===== config.mk =====
export PLATFORM = sky130hd
export DESIGN_NAME = bist_seq_controller
export DESIGN_NICKNAME = d
export VERILOG_FILES = /design/src/rtl/bist_seq_controller.sv
export SDC_FILE = /design/constraint.sdc
export NUM_CORES = 1
export LEC_CHECK = 0
export BUFFER_PORTS_ARGS = -buffer_cell sky130_fd_sc_hd__buf_2
export CORE_UTILIZATION = 56
export CTS_CLUSTER_SIZE = 16
export DETAILED_ROUTE_END_ITERATION = 8
export PLACE_DENSITY = 0.82
export SETUP_SLACK_MARGIN = 0.05
export SYNTH_ARGS = -nofsm -noshare
export SYNTH_HDL_FRONTEND = slang
export SYNTH_SLANG_ARGS = --single-unit

===== constraint.sdc =====
create_clock -name BIST_clk -period 5.7 [get_ports BIST_clk]
set_input_delay 1.425 -clock BIST_clk [delete_from_list [all_inputs] [get_ports BIST_clk]]
set_output_delay 1.425 -clock BIST_clk [all_outputs]
set_load 0.005 [all_outputs]

===== src/rtl/bist_seq_controller.sv =====
// BIST sequencer: steps N test vectors through reset / apply / clock / capture / check
// and reports completion, pass/fail and a saturating mismatch count.
module bist_seq_controller #(
   parameter int unsigned DEPTH_W       = 2,
   parameter int unsigned LOG_CYC       = 2,
   parameter int unsigned RESET_PER_VEC = 0
) (
   input  logic               BIST_clk,
   input  logic               BIST_res,
   input  logic               BIST_start,
   input  logic               BIST_abort,
   input  logic               Cmp_mismatch,
   output logic               Counter_incr_en,
   output logic               Counter_res,
   output logic               Mem_we,
   output logic               Mem_res,
   output logic               Bufer_we,
   output logic               Bufer_res,
   output logic               Set_error,
   output logic               Out_buf_res,
   output logic               En_Log_clk,
   output logic               Log_RES,
   output logic [DEPTH_W-1:0] Vec_addr,
   output logic [DEPTH_W:0]   Err_count,
   output logic               BIST_busy,
   output logic               BIST_done,
   output logic               BIST_pass,
   output logic [3:0]         State_code
);

   typedef enum logic [3:0] {
      IDLE    = 4'd0,
      CLEAR   = 4'd1,
      LOG_RST = 4'd2,
      APPLY   = 4'd3,
      CLK     = 4'd4,
      CAPTURE = 4'd5,
      CHECK   = 4'd6,
      NEXT    = 4'd7,
      DONE    = 4'd8
   } state_t;

   localparam logic [DEPTH_W-1:0] LAST_VEC  = '1;
   localparam logic [DEPTH_W:0]   ERR_MAX   = '1;
   localparam logic [3:0]         CYC_LAST  = 4'(LOG_CYC - 1);
   localparam state_t             VEC_ENTRY = (RESET_PER_VEC != 0) ? LOG_RST : APPLY;

   state_t     state;
   state_t     state_nxt;
   logic [3:0] cyc_cnt;
   logic       mis_lat;
   logic       mis_nxt;
   logic       abort_run;

   logic counter_incr_d;
   logic counter_res_d;
   logic mem_we_d;
   logic mem_res_d;
   logic bufer_we_d;
   logic bufer_res_d;
   logic set_error_d;
   logic out_buf_res_d;
   logic en_log_clk_d;
   logic log_res_d;
   logic busy_d;

   assign abort_run  = (state != IDLE) && BIST_abort;
   assign mis_nxt    = (state == CHECK) ? Cmp_mismatch : mis_lat;
   assign State_code = state;

   always_ff @(posedge BIST_clk or negedge BIST_res) begin
      if (!BIST_res) begin
         state <= IDLE;
      end else begin
         state <= state_nxt;
      end
   end

   always_comb begin
      state_nxt = state;
      case (state)
         IDLE:    if (BIST_start && !BIST_abort) state_nxt = CLEAR;
         CLEAR:   state_nxt = LOG_RST;
         LOG_RST: state_nxt = APPLY;
         APPLY:   state_nxt = CLK;
         CLK:     if (cyc_cnt == CYC_LAST) state_nxt = CAPTURE;
         CAPTURE: state_nxt = CHECK;
         CHECK:   state_nxt = NEXT;
         NEXT:    state_nxt = (Vec_addr == LAST_VEC) ? DONE : VEC_ENTRY;
         DONE:    state_nxt = IDLE;
         default: state_nxt = IDLE;
      endcase
      if (abort_run) begin
         state_nxt = IDLE;
      end
   end

   // Controls are decoded from the next state and registered, so each one
   // is high exactly while the FSM sits in its owning state.
   always_comb begin
      counter_incr_d = 1'b0;
      counter_res_d  = 1'b0;
      mem_we_d       = 1'b0;
      mem_res_d      = 1'b0;
      bufer_we_d     = 1'b0;
      bufer_res_d    = 1'b0;
      set_error_d    = 1'b0;
      out_buf_res_d  = 1'b0;
      en_log_clk_d   = 1'b0;
      log_res_d      = 1'b0;
      busy_d         = (state_nxt != IDLE);
      case (state_nxt)
         CLEAR: begin
            counter_res_d = 1'b1;
            mem_res_d     = 1'b1;
            bufer_res_d   = 1'b1;
            out_buf_res_d = 1'b1;
         end
         LOG_RST: log_res_d    = 1'b1;
         APPLY:   bufer_we_d   = 1'b1;
         CLK:     en_log_clk_d = 1'b1;
         CAPTURE: mem_we_d     = 1'b1;
         NEXT: begin
            counter_incr_en_set: begin
               counter_incr_d = 1'b1;
               set_error_d    = mis_nxt;
            end
         end
         default: begin
         end
      endcase
   end

   always_ff @(posedge BIST_clk or negedge BIST_res) begin
      if (!BIST_res) begin
         Counter_incr_en <= 1'b0;
         Counter_res     <= 1'b0;
         Mem_we          <= 1'b0;
         Mem_res         <= 1'b0;
         Bufer_we        <= 1'b0;
         Bufer_res       <= 1'b0;
         Set_error       <= 1'b0;
         Out_buf_res     <= 1'b0;
         En_Log_clk      <= 1'b0;
         Log_RES         <= 1'b0;
         BIST_busy       <= 1'b0;
      end else begin
         Counter_incr_en <= counter_incr_d;
         Counter_res     <= counter_res_d;
         Mem_we          <= mem_we_d;
         Mem_res         <= mem_res_d;
         Bufer_we        <= bufer_we_d;
         Bufer_res       <= bufer_res_d;
         Set_error       <= set_error_d;
         Out_buf_res     <= out_buf_res_d;
         En_Log_clk      <= en_log_clk_d;
         Log_RES         <= log_res_d;
         BIST_busy       <= busy_d;
      end
   end

   // Err_count uses the mismatch value being latched on the CHECK->NEXT edge,
   // so the count is already updated while NEXT is active.
   always_ff @(posedge BIST_clk or negedge BIST_res) begin
      if (!BIST_res) begin
         cyc_cnt   <= '0;
         mis_lat   <= 1'b0;
         Vec_addr  <= '0;
         Err_count <= '0;
         BIST_done <= 1'b0;
         BIST_pass <= 1'b0;
      end else begin
         mis_lat <= mis_nxt;

         if (state == APPLY) begin
            cyc_cnt <= '0;
         end else if (state == CLK) begin
            cyc_cnt <= cyc_cnt + 1'b1;
         end

         if (state_nxt == CLEAR) begin
            Vec_addr  <= '0;
            Err_count <= '0;
         end else begin
            if ((state == NEXT) && (state_nxt != IDLE) && (state_nxt != DONE)) begin
               Vec_addr <= Vec_addr + 1'b1;
            end
            if ((state == CHECK) && (state_nxt == NEXT) && Cmp_mismatch && (Err_count != ERR_MAX)) begin
               Err_count <= Err_count + 1'b1;
            end
         end

         if ((state_nxt == CLEAR) || abort_run) begin
            BIST_done <= 1'b0;
            BIST_pass <= 1'b0;
         end else if ((state == NEXT) && (state_nxt == DONE)) begin
            BIST_done <= 1'b1;
            BIST_pass <= (Err_count == '0);
         end
      end
   end

endmodule

**After elaboration in Yosys (flattened, before gate mapping)**

Cells that the tools add are included.

- Add/sub/neg operators: 3
- $mul: 0
- Divide/modulo/power cells: 0
- $lt $le $gt $ge: 0
- Equality and inequality tests: 18
- Shift-type cells: 0
- Muxes and demuxes: 23
- Bitwise operators: 0
- Reductions and logical operators: 18

Operator list:

| kind | count |
|---|---|
| one-hot mux 4 bit (8 select lines) | 1 |
| == test 4 x 3 -> 1 bit (second input constant) | 7 |
| 2-to-1 mux 4 bit | 6 |
| == test 4 x 2 -> 1 bit (second input constant) | 4 |
| == test 4 x 1 -> 1 bit (second input constant) | 3 |
| 2-to-1 mux 1 bit | 12 |
| logical AND 1 bit | 8 |
| nonzero test 2 bit | 4 |
| nonzero test 4 bit | 2 |
| 2-to-1 mux 3 bit | 2 |
| adder 4 x 1 -> 4 bit (second input constant) | 1 |
| == test 4 bit (second input constant) | 1 |
| zero test 4 bit | 1 |
| 2-to-1 mux 2 bit | 2 |
| != test 4 bit (second input constant) | 1 |
| adder 3 x 1 -> 3 bit (second input constant) | 1 |
| zero test 3 bit | 1 |
| != test 3 bit (second input constant) | 1 |
| adder 2 x 1 -> 2 bit (second input constant) | 1 |
| == test 2 bit (second input constant) | 1 |
| zero test 1 bit | 1 |
| logical OR 1 bit | 1 |

- Bits in registers: 24
- Latch bits: 0
- Bits in writable memories: 0
- ROM bits: 0
- Input bits: 5
- Output and inout bits: 22
- Logic and storage cells: 77
- Memories kept: 0

**Logic depth before layout (Yosys ltp)**

Gate-level depths: netlist of the first run.

- Word-level depth: 11
- Depth in mapped cells: 6
- Gate-level depth less buffers: 6

**Worst setup path after synthesis of the first run**

OpenSTA, ideal clock, no wires.

- Path kind: input -> register
- Start point: in BIST_abort
- End point: reg Vec_addr[1]
- Setup time: 0.125 ns
- Data arrival time: 2.499 ns
- Data required time: 5.575 ns
- Slack: 3.076 ns
- Stages on the path: 4
- Path buffers: 1
- Path through: clkbuf_1 -> nor3b_4 -> o31ai_2 -> mux2_4

- Longest elaborated chain between the ends: 9
- Elaborated cells between the ends (all ways): 13
- Classes of those cells: 2 x eq/ne; 4 x mux; 7 x reduce/logical

Ends and longest elaborated chain:

| item | RTL line | RTL |
|---|---|---|
| start, declared | 11 | `input logic BIST_abort,` |
| zero test 1 bit | 82 | `IDLE: if (BIST_start && !BIST_abort) state_nxt = CLEAR;` |
| logical AND 1 bit | 82 |  |
| 2-to-1 mux 4 bit | 82 |  |
| one-hot mux 4 bit (8 select lines) | 81 | `case (state)` |
| 2-to-1 mux 4 bit * | 93 | `if (abort_run) begin` |
| nonzero test 4 bit | 185 | `if ((state == NEXT) && (state_nxt != IDLE) && (state_nxt != DONE)) begin` |
| logical AND 1 bit (2 in a row) | 185 |  |
| nonzero test 2 bit (no line) | n/a |  |
| end signal, assigned | 186 | `Vec_addr <= Vec_addr + 1'b1;` |
| end, declared | 23 | `output logic [DEPTH_W-1:0] Vec_addr,` |

Mark *: on every way between the ends. The rest lies on a longest branch, timed or not.
A chain may end at the register's enable or synchronous reset.

**Worst setup path after layout of the first run**

- Start point: reg state[3], in the netlist State_code[3]
- End point: out State_code[3]

RTL lines:

| item | RTL line | RTL |
|---|---|---|
| start, declared | 48 | `state_t state;` |
| start signal, assigned | 75 | `state <= state_nxt;` |
| end, declared | 28 | `output logic [3:0] State_code` |

No word-level cell between the ends.

==> results of run 1 <==
[layer usage]
metal	GRT usage, %	routed length [um]	up-vias
li1	-	-	423
met5	0	0	-
met2	31.69	947	20
met1	23.74	902	397
met3	3.774	69	2
met4	7.843	10	0
[placed cells by master, fill, tap and decap left out, types with 3 or more instances in the layout]
cell type,n
nand2_1,4
inv_1,6
nor2_1,11
mux2i_1,3
a31oi_1,3
clkbuf_4,3
nand2b_1,4
a21oi_1,5
buf_2,26
dfrtp_1,24
ha_1,6
[flip-flops by register name, summed over array words and instances (netlist names)]
| name | count |
|---|---|
| State_code | 4 |
| BIST_pass | 1 |
| cyc_cnt | 4 |
| Bufer_we | 1 |
| mis_lat | 1 |
| BIST_done | 1 |
| Counter_incr_en | 1 |
| Mem_we | 1 |
| Log_RES | 1 |
| BIST_busy | 1 |
| Err_count | 3 |
| Vec_addr | 2 |
| En_Log_clk | 1 |
| Set_error | 1 |
| Out_buf_res | 1 |
[cells by family after synthesis]
group / count (synthesis) / share of synthesized area (%)
XOR/XNOR: 3 / 2.186
adder cells (fa/ha/maj): 6 / 6.243
flip-flops: 24 / 49.95
multiplexers: 5 / 4.682
AO/OA/AOI/OAI: 20 / 12.18
buffers and inverters: 14 / 6.139
AND/OR/NAND/NOR: 37 / 18.63
[cell type report]
cell class / instances / area, um2
clock buffer: 4 / 36.28
inverter: 6 / 22.52
sequential: 24 / 600.6
multi-input combinational: 71 / 528.0
tap: 27 / 33.78
fill: 154 / 630.6
timing repair buffer: 26 / 130.1
[worst max-delay path by stage]
stage / slack [ns] / cells past startpoint / end
detailed placement: 3.06 / 4 / Vec_addr[1]
finish: 3.20 / 1 / State_code[3]
global placement: 3.12 / 4 / Vec_addr[1]
CTS: 3.18 / 1 / State_code[3]
floorplan: 3.08 / 4 / Vec_addr[1]
global route: 3.14 / 1 / State_code[3]
[power breakdown]
part           internal, mW  switching, mW
clock network        0.0389         0.0466
logic                0.0703         0.0713
registers             0.199         0.0324
==> impl_metrics.toml, run 1 <==
[synthesis]
yosysMostFrequentCell = "dfrtp_1"
synthTopCellsByArea = "dfrtp_1, ha_1, nor2_1"
synth_edf_count = 0
ys.flop_type = "dfrtp_1"
syn_area_mm2 = 0.001202
yosysTopAreaCell = "dfrtp_1"
syn_nets = 120
async_flop_share_pct = 100.0
synth-seq-area-share_pct = 49.95
syn_inst = 109
yosysTopAreaCellShare_pct = 49.95
ys_warn_count = 0
syn_area_per_cell_um2 = 11.03
yosys_register_bits = 24
yosys-top-cells-count = "dfrtp_1, nor2_1, ha_1, inv_1, a21oi_1"
ys_types = 39

[worst_setup_path]
slowest_delay_ns = 0.59
reg2regPathDepth = 4
worst-setup-path-type = "register to output pin"
crit_slowest_cell = "dfrtp_1"
crit_chain = "buf_2"
worstSetupStartpointType = "register"
rr_startpoint = "State_code[3]"
startpoint = "State_code[3]"
crit_fanout = 12
cp.arrival_ns = 1.08
reg2reg_slack_ns = 3.52
path_delay_family = "flip-flops"
endpoint_kind = "output pin"
r2r_end = "Vec_addr[1]"
worstPathRequired_ns = 4.28
path_buf_inv = 1

[global_route]
track_usage_pct = 18.83
antenna_found_initial = 0
grt_overflow = 0
grt_pass1_wl_um = 3463
grt_pass1_vias = 858
grt_max_degree = 25

[placement]
placed_cell_area_mm2 = 0.001315
pre_cts_ws_ns = 3.059
place_inst = 154
gp_congestion = 0.8132
dp_hpwl_um = 1490
port_buffers = 26

[route]
vias_per_cell = 5.329
wire_per_inst_um = 12.22
vias = 842
drc = 0
antenna_left = 0
drt_wl_total_um = 1930
drtIter0Drc = 4
drt_pass1_iterations = 4

[cells_and_area]
drive_gt1_share_pct = 29.77
instances_no_fill = 158
diodes = 0
post-route-util_pct = 68.18
area_growth_pct = 12.38
stdcell_area_mm2 = 0.001351
nets = 143

[clocking]
clkLatencyLatePin_ns = 0.30
ctsHoldBuffers = 0
cts.sinks = 24
cts_made_buffers = 3
cts-htree-levels = 1
post_cts_buffers = 0
clock_path_buffers = 2
cts_resized = 0
root_buffer = "clkbuf_4"
cts_tree = "built"
clk_pin_slew_ns = 0.12

[timing]
slew_viol_final = 0
hold_violations = 0
worst_slack_ns = 3.196
relSlewSlack_pct = 46.64
tightest_slew_ns = 0.7893
setup_violations = 0
period_share_pct = 43.92
fin_setup_tns_ns = 0
rsz0062_at_grt = "no"
finalCriticalPeriod_ns = 2.504
holdWs_ns = 0.5099
skew_ns = 0.003838
max_freq_mhz = 399.4

[die]
rows = 16
core_area_mm2 = 0.001982
start_util_pct = 60.67
dieArea_mm2 = 0.002336
die_h_um = 48.34
dieWidth_um = 48.34
io_pins = 27

[power]
p_leak_nw = 0.7245
peakVddDrop_mv = 0.2651
power_density_mw_per_mm2 = 339.1
fin_total_pwr_mw = 0.4582

[min_path]
holdPathStages = 1
hold_class = "register to register"
worstHoldEndpoint = "mis_lat"
min-delay-start = "mis_lat"

[flow_run]
max-cap-violations = 0

[run_status]
status = "finished clean"
Power figures use the tool's default switching activity.
==> inputs of run 2 (changes only) <==
--- a/config.mk
+++ b/config.mk
@@ -5,11 +5,12 @@
 export SDC_FILE = /design/constraint.sdc
 export NUM_CORES = 1
 export LEC_CHECK = 0
+export ABC_AREA = 1
 export BUFFER_PORTS_ARGS = -buffer_cell sky130_fd_sc_hd__buf_2
-export CORE_UTILIZATION = 56
+export CORE_UTILIZATION = 53
 export CTS_CLUSTER_SIZE = 16
 export DETAILED_ROUTE_END_ITERATION = 8
-export PLACE_DENSITY = 0.82
+export PLACE_DENSITY = 0.78
 export SETUP_SLACK_MARGIN = 0.05
 export SYNTH_ARGS = -nofsm -noshare
 export SYNTH_HDL_FRONTEND = slang
==> constraint.sdc (replaced) <==
create_clock -name BIST_clk -period 2.45 [get_ports BIST_clk]
set_input_delay 0.6125 -clock BIST_clk [delete_from_list [all_inputs] [get_ports BIST_clk]]
set_output_delay 0.6125 -clock BIST_clk [all_outputs]
set_load 0.005 [all_outputs]
==> run 2 against run 1 <==
  * Wire length rose by 31%
  * Non-clock buffer count did not move
  * Area after synthesis rose by 7.7%
  * First-iteration DRC count rose to 4.8 times the previous value
  * Hold slack got worse by 0.26 ns
  * Critical path depth did not move
  * Final cell count rose by 27%
  * Clock-buffer cell count fell by 1
  * Power rose to 3.2 times the previous value
  * Register-to-register slack got worse by 2.7 ns
  * Critical path type unchanged
==> impl_metrics.toml, run 2 <==
[synthesis]
ys.flop_type = "dfrtp_1"
ys_warn_count = 0
synth-simple-area-share_pct = 35.36
syn_area_per_cell_um2 = 8.931
synth-seq-area-share_pct = 46.38
synth.area.mux_share_pct = 0
yosysMostFrequentCell = "nand2_1"
synthAdderAreaFrac_pct = 5.797
syn_nets = 156
synth_edf_count = 0
yosysTopAreaCell = "dfrtp_1"
async_flop_share_pct = 100.0
synth-compound-area-share_pct = 3.865
yosys-top-cells-count = "nand2_1, dfrtp_1, inv_1, nand3_1, nor2_1"
synthTopCellsByArea = "dfrtp_1, nand2_1, ha_1"
syn_inst = 145
ys_types = 24
yosysTopAreaCellShare_pct = 46.38
syn_area_mm2 = 0.001295
synth_xor_area_share_pct = 0
yosys_register_bits = 24
synth_top_family_by_area = "simple AND/OR/NAND/NOR gates"

[min_path]
hold_class = "primary input to asynchronous set/reset pin"

[clocking]
ctsHoldBuffers = 0
root_buffer = "clkbuf_4"
cts_made_buffers = 3
cts.sinks = 24
cts_tree = "built"
cts_resized = 0
clk_pin_slew_ns = 0.13
clock_path_buffers = 2
clkLatencyLatePin_ns = 0.32
cts-htree-levels = 1
post_cts_buffers = 0

[worst_setup_path]
r2r_end = "Err_count[2]"
crit_slowest_cell = "dfrtp_1"
worstPathRequired_ns = 1.84
cp.arrival_ns = 1.01
worst-setup-path-type = "register to output pin"
reg2reg_slack_ns = 0.84
reg2regPathDepth = 8
endpoint_kind = "output pin"
rr_startpoint = "State_code[3]"
slowest_delay_ns = 0.53
crit_fanout = 6
cp.depth = 1
crit_chain = "buf_2"
worstSetupStartpointType = "register"
path_buf_inv = 1
path_delay_family = "flip-flops"

[route]
vias = 1036
drt_pass1_iterations = 4
antenna_left = 0
drt_wl_total_um = 2525
wire_per_inst_um = 12.63
drc = 0
vias_per_cell = 5.180
drtIter0Drc = 19

[placement]
port_buffers = 26
gp_congestion = 0.8060
dp_hpwl_um = 1992

[cells_and_area]
nets = 184
layout_common_cells = "buf_2, nand2_1, dfrtp_1"
drive_gt1_share_pct = 37.21
area_growth_pct = 15.07
final_common_cell = "buf_2"
diodes = 0
fillCellCount = 200

[flow_run]
max-cap-violations = 0

[die]
io_pins = 27
rows = 17
start_util_pct = 57.44
core_area_mm2 = 0.002255
dieArea_mm2 = 0.002645
dieWidth_um = 51.43
die_h_um = 51.43

[timing]
max_freq_mhz = 616.1
slew_viol_final = 0
holdWs_ns = 0.2456
tightest_slew_ns = 0.5100
finalCriticalPeriod_ns = 1.623
relSlewSlack_pct = 66.00
skew_ns = 0.005545
hold_violations = 0
fin_setup_tns_ns = 0
setup_violations = 0
rsz0062_at_grt = "no"
period_share_pct = 66.25

[global_route]
track_usage_pct = 23.63
grt_max_degree = 25
grt_overflow = 0
antenna_found_initial = 0
grt_pass1_wl_um = 4609
grt_pass1_vias = 1047

[run_status]
status = "finished clean"

[power]
power_density_mw_per_mm2 = 989.4
peakVddDrop_mv = 0.7074
p_leak_nw = 0.8532
==> run 2: cell count changes after synthesis, sizes merged, moves of 3 or more <==
cell    previous run  this run
buf                6         3
inv                6        22
nor2              11        22
mux2i              3         0
a31oi              3         0
nand2              4        36
nand2b             4         0
nor3b              3         0
nand3              1        15
==> run 2: where the power goes <==
part / switching [mW] / leakage, nW / total (mW) / internal, mW
registers: 0.0710 / 0.324 / 0.549 / 0.478
clock network: 0.118 / 0.0279 / 0.283 / 0.165
logic: 0.431 / 0.501 / 0.643 / 0.212
==> run 2: metrics by stage <==
stage	power [mW]	util (%)	setup slack (ns)	cells	area, um2
finish	1.474	66.09	0.8268	200	1490
global route	1.584	66.09	0.6980	200	1490
CTS	1.484	66.09	0.8211	200	1490
detailed placement	1.197	63.76	0.6471	196	1438
global placement	1.169	63.76	0.6981	196	1438
floorplan	1.032	-	0.9562	145	1295
==> run 2: layout make-up <==
| type | count | area, um2 | share of cell area (%) |
|---|---|---|---|
| clock buffers | 3 | 22.52 | 1.511 |
| clock inverters | 1 | 30.03 | 2.015 |
| inverters | 23 | 88.84 | 5.961 |
| multi-input cells | 95 | 583.1 | 39.13 |
| flip-flops and latches | 24 | 600.6 | 40.30 |
| well taps | 28 | 35.03 | 2.351 |
| repair buffers | 26 | 130.1 | 8.732 |
==> run 2: logic make-up (layout without fill, tap and decap cells) <==
logic type / after synthesis / count (layout)
AO/OA/AOI/OAI: 9 / 9
adder cells (fa/ha/maj): 6 / 6
buffers and inverters: 26 / 53
flip-flops: 24 / 24
AND/OR/NAND/NOR: 80 / 80
==> run 2: worst max-delay path by stage <==
stage / from / to / slack, ns
global placement: BIST_abort / Err_count[0] / 0.70
global route: State_code[1] / Vec_addr[1] / 0.70
CTS: State_code[0] / State_code[0] / 0.82
floorplan: BIST_start / Err_count[0] / 0.96
finish: State_code[0] / State_code[0] / 0.83
detailed placement: BIST_abort / Err_count[0] / 0.65
==> run 2: layer usage <==
metal  GRT usage, %  routed length (um)  vias to the layer above
li1               -                   -                      507
met1          31.48                1117                      486
met5              0                   0                        -
met4          9.009                  18                        0
met2          38.96                1252                       39
met3          2.976                 137                        4
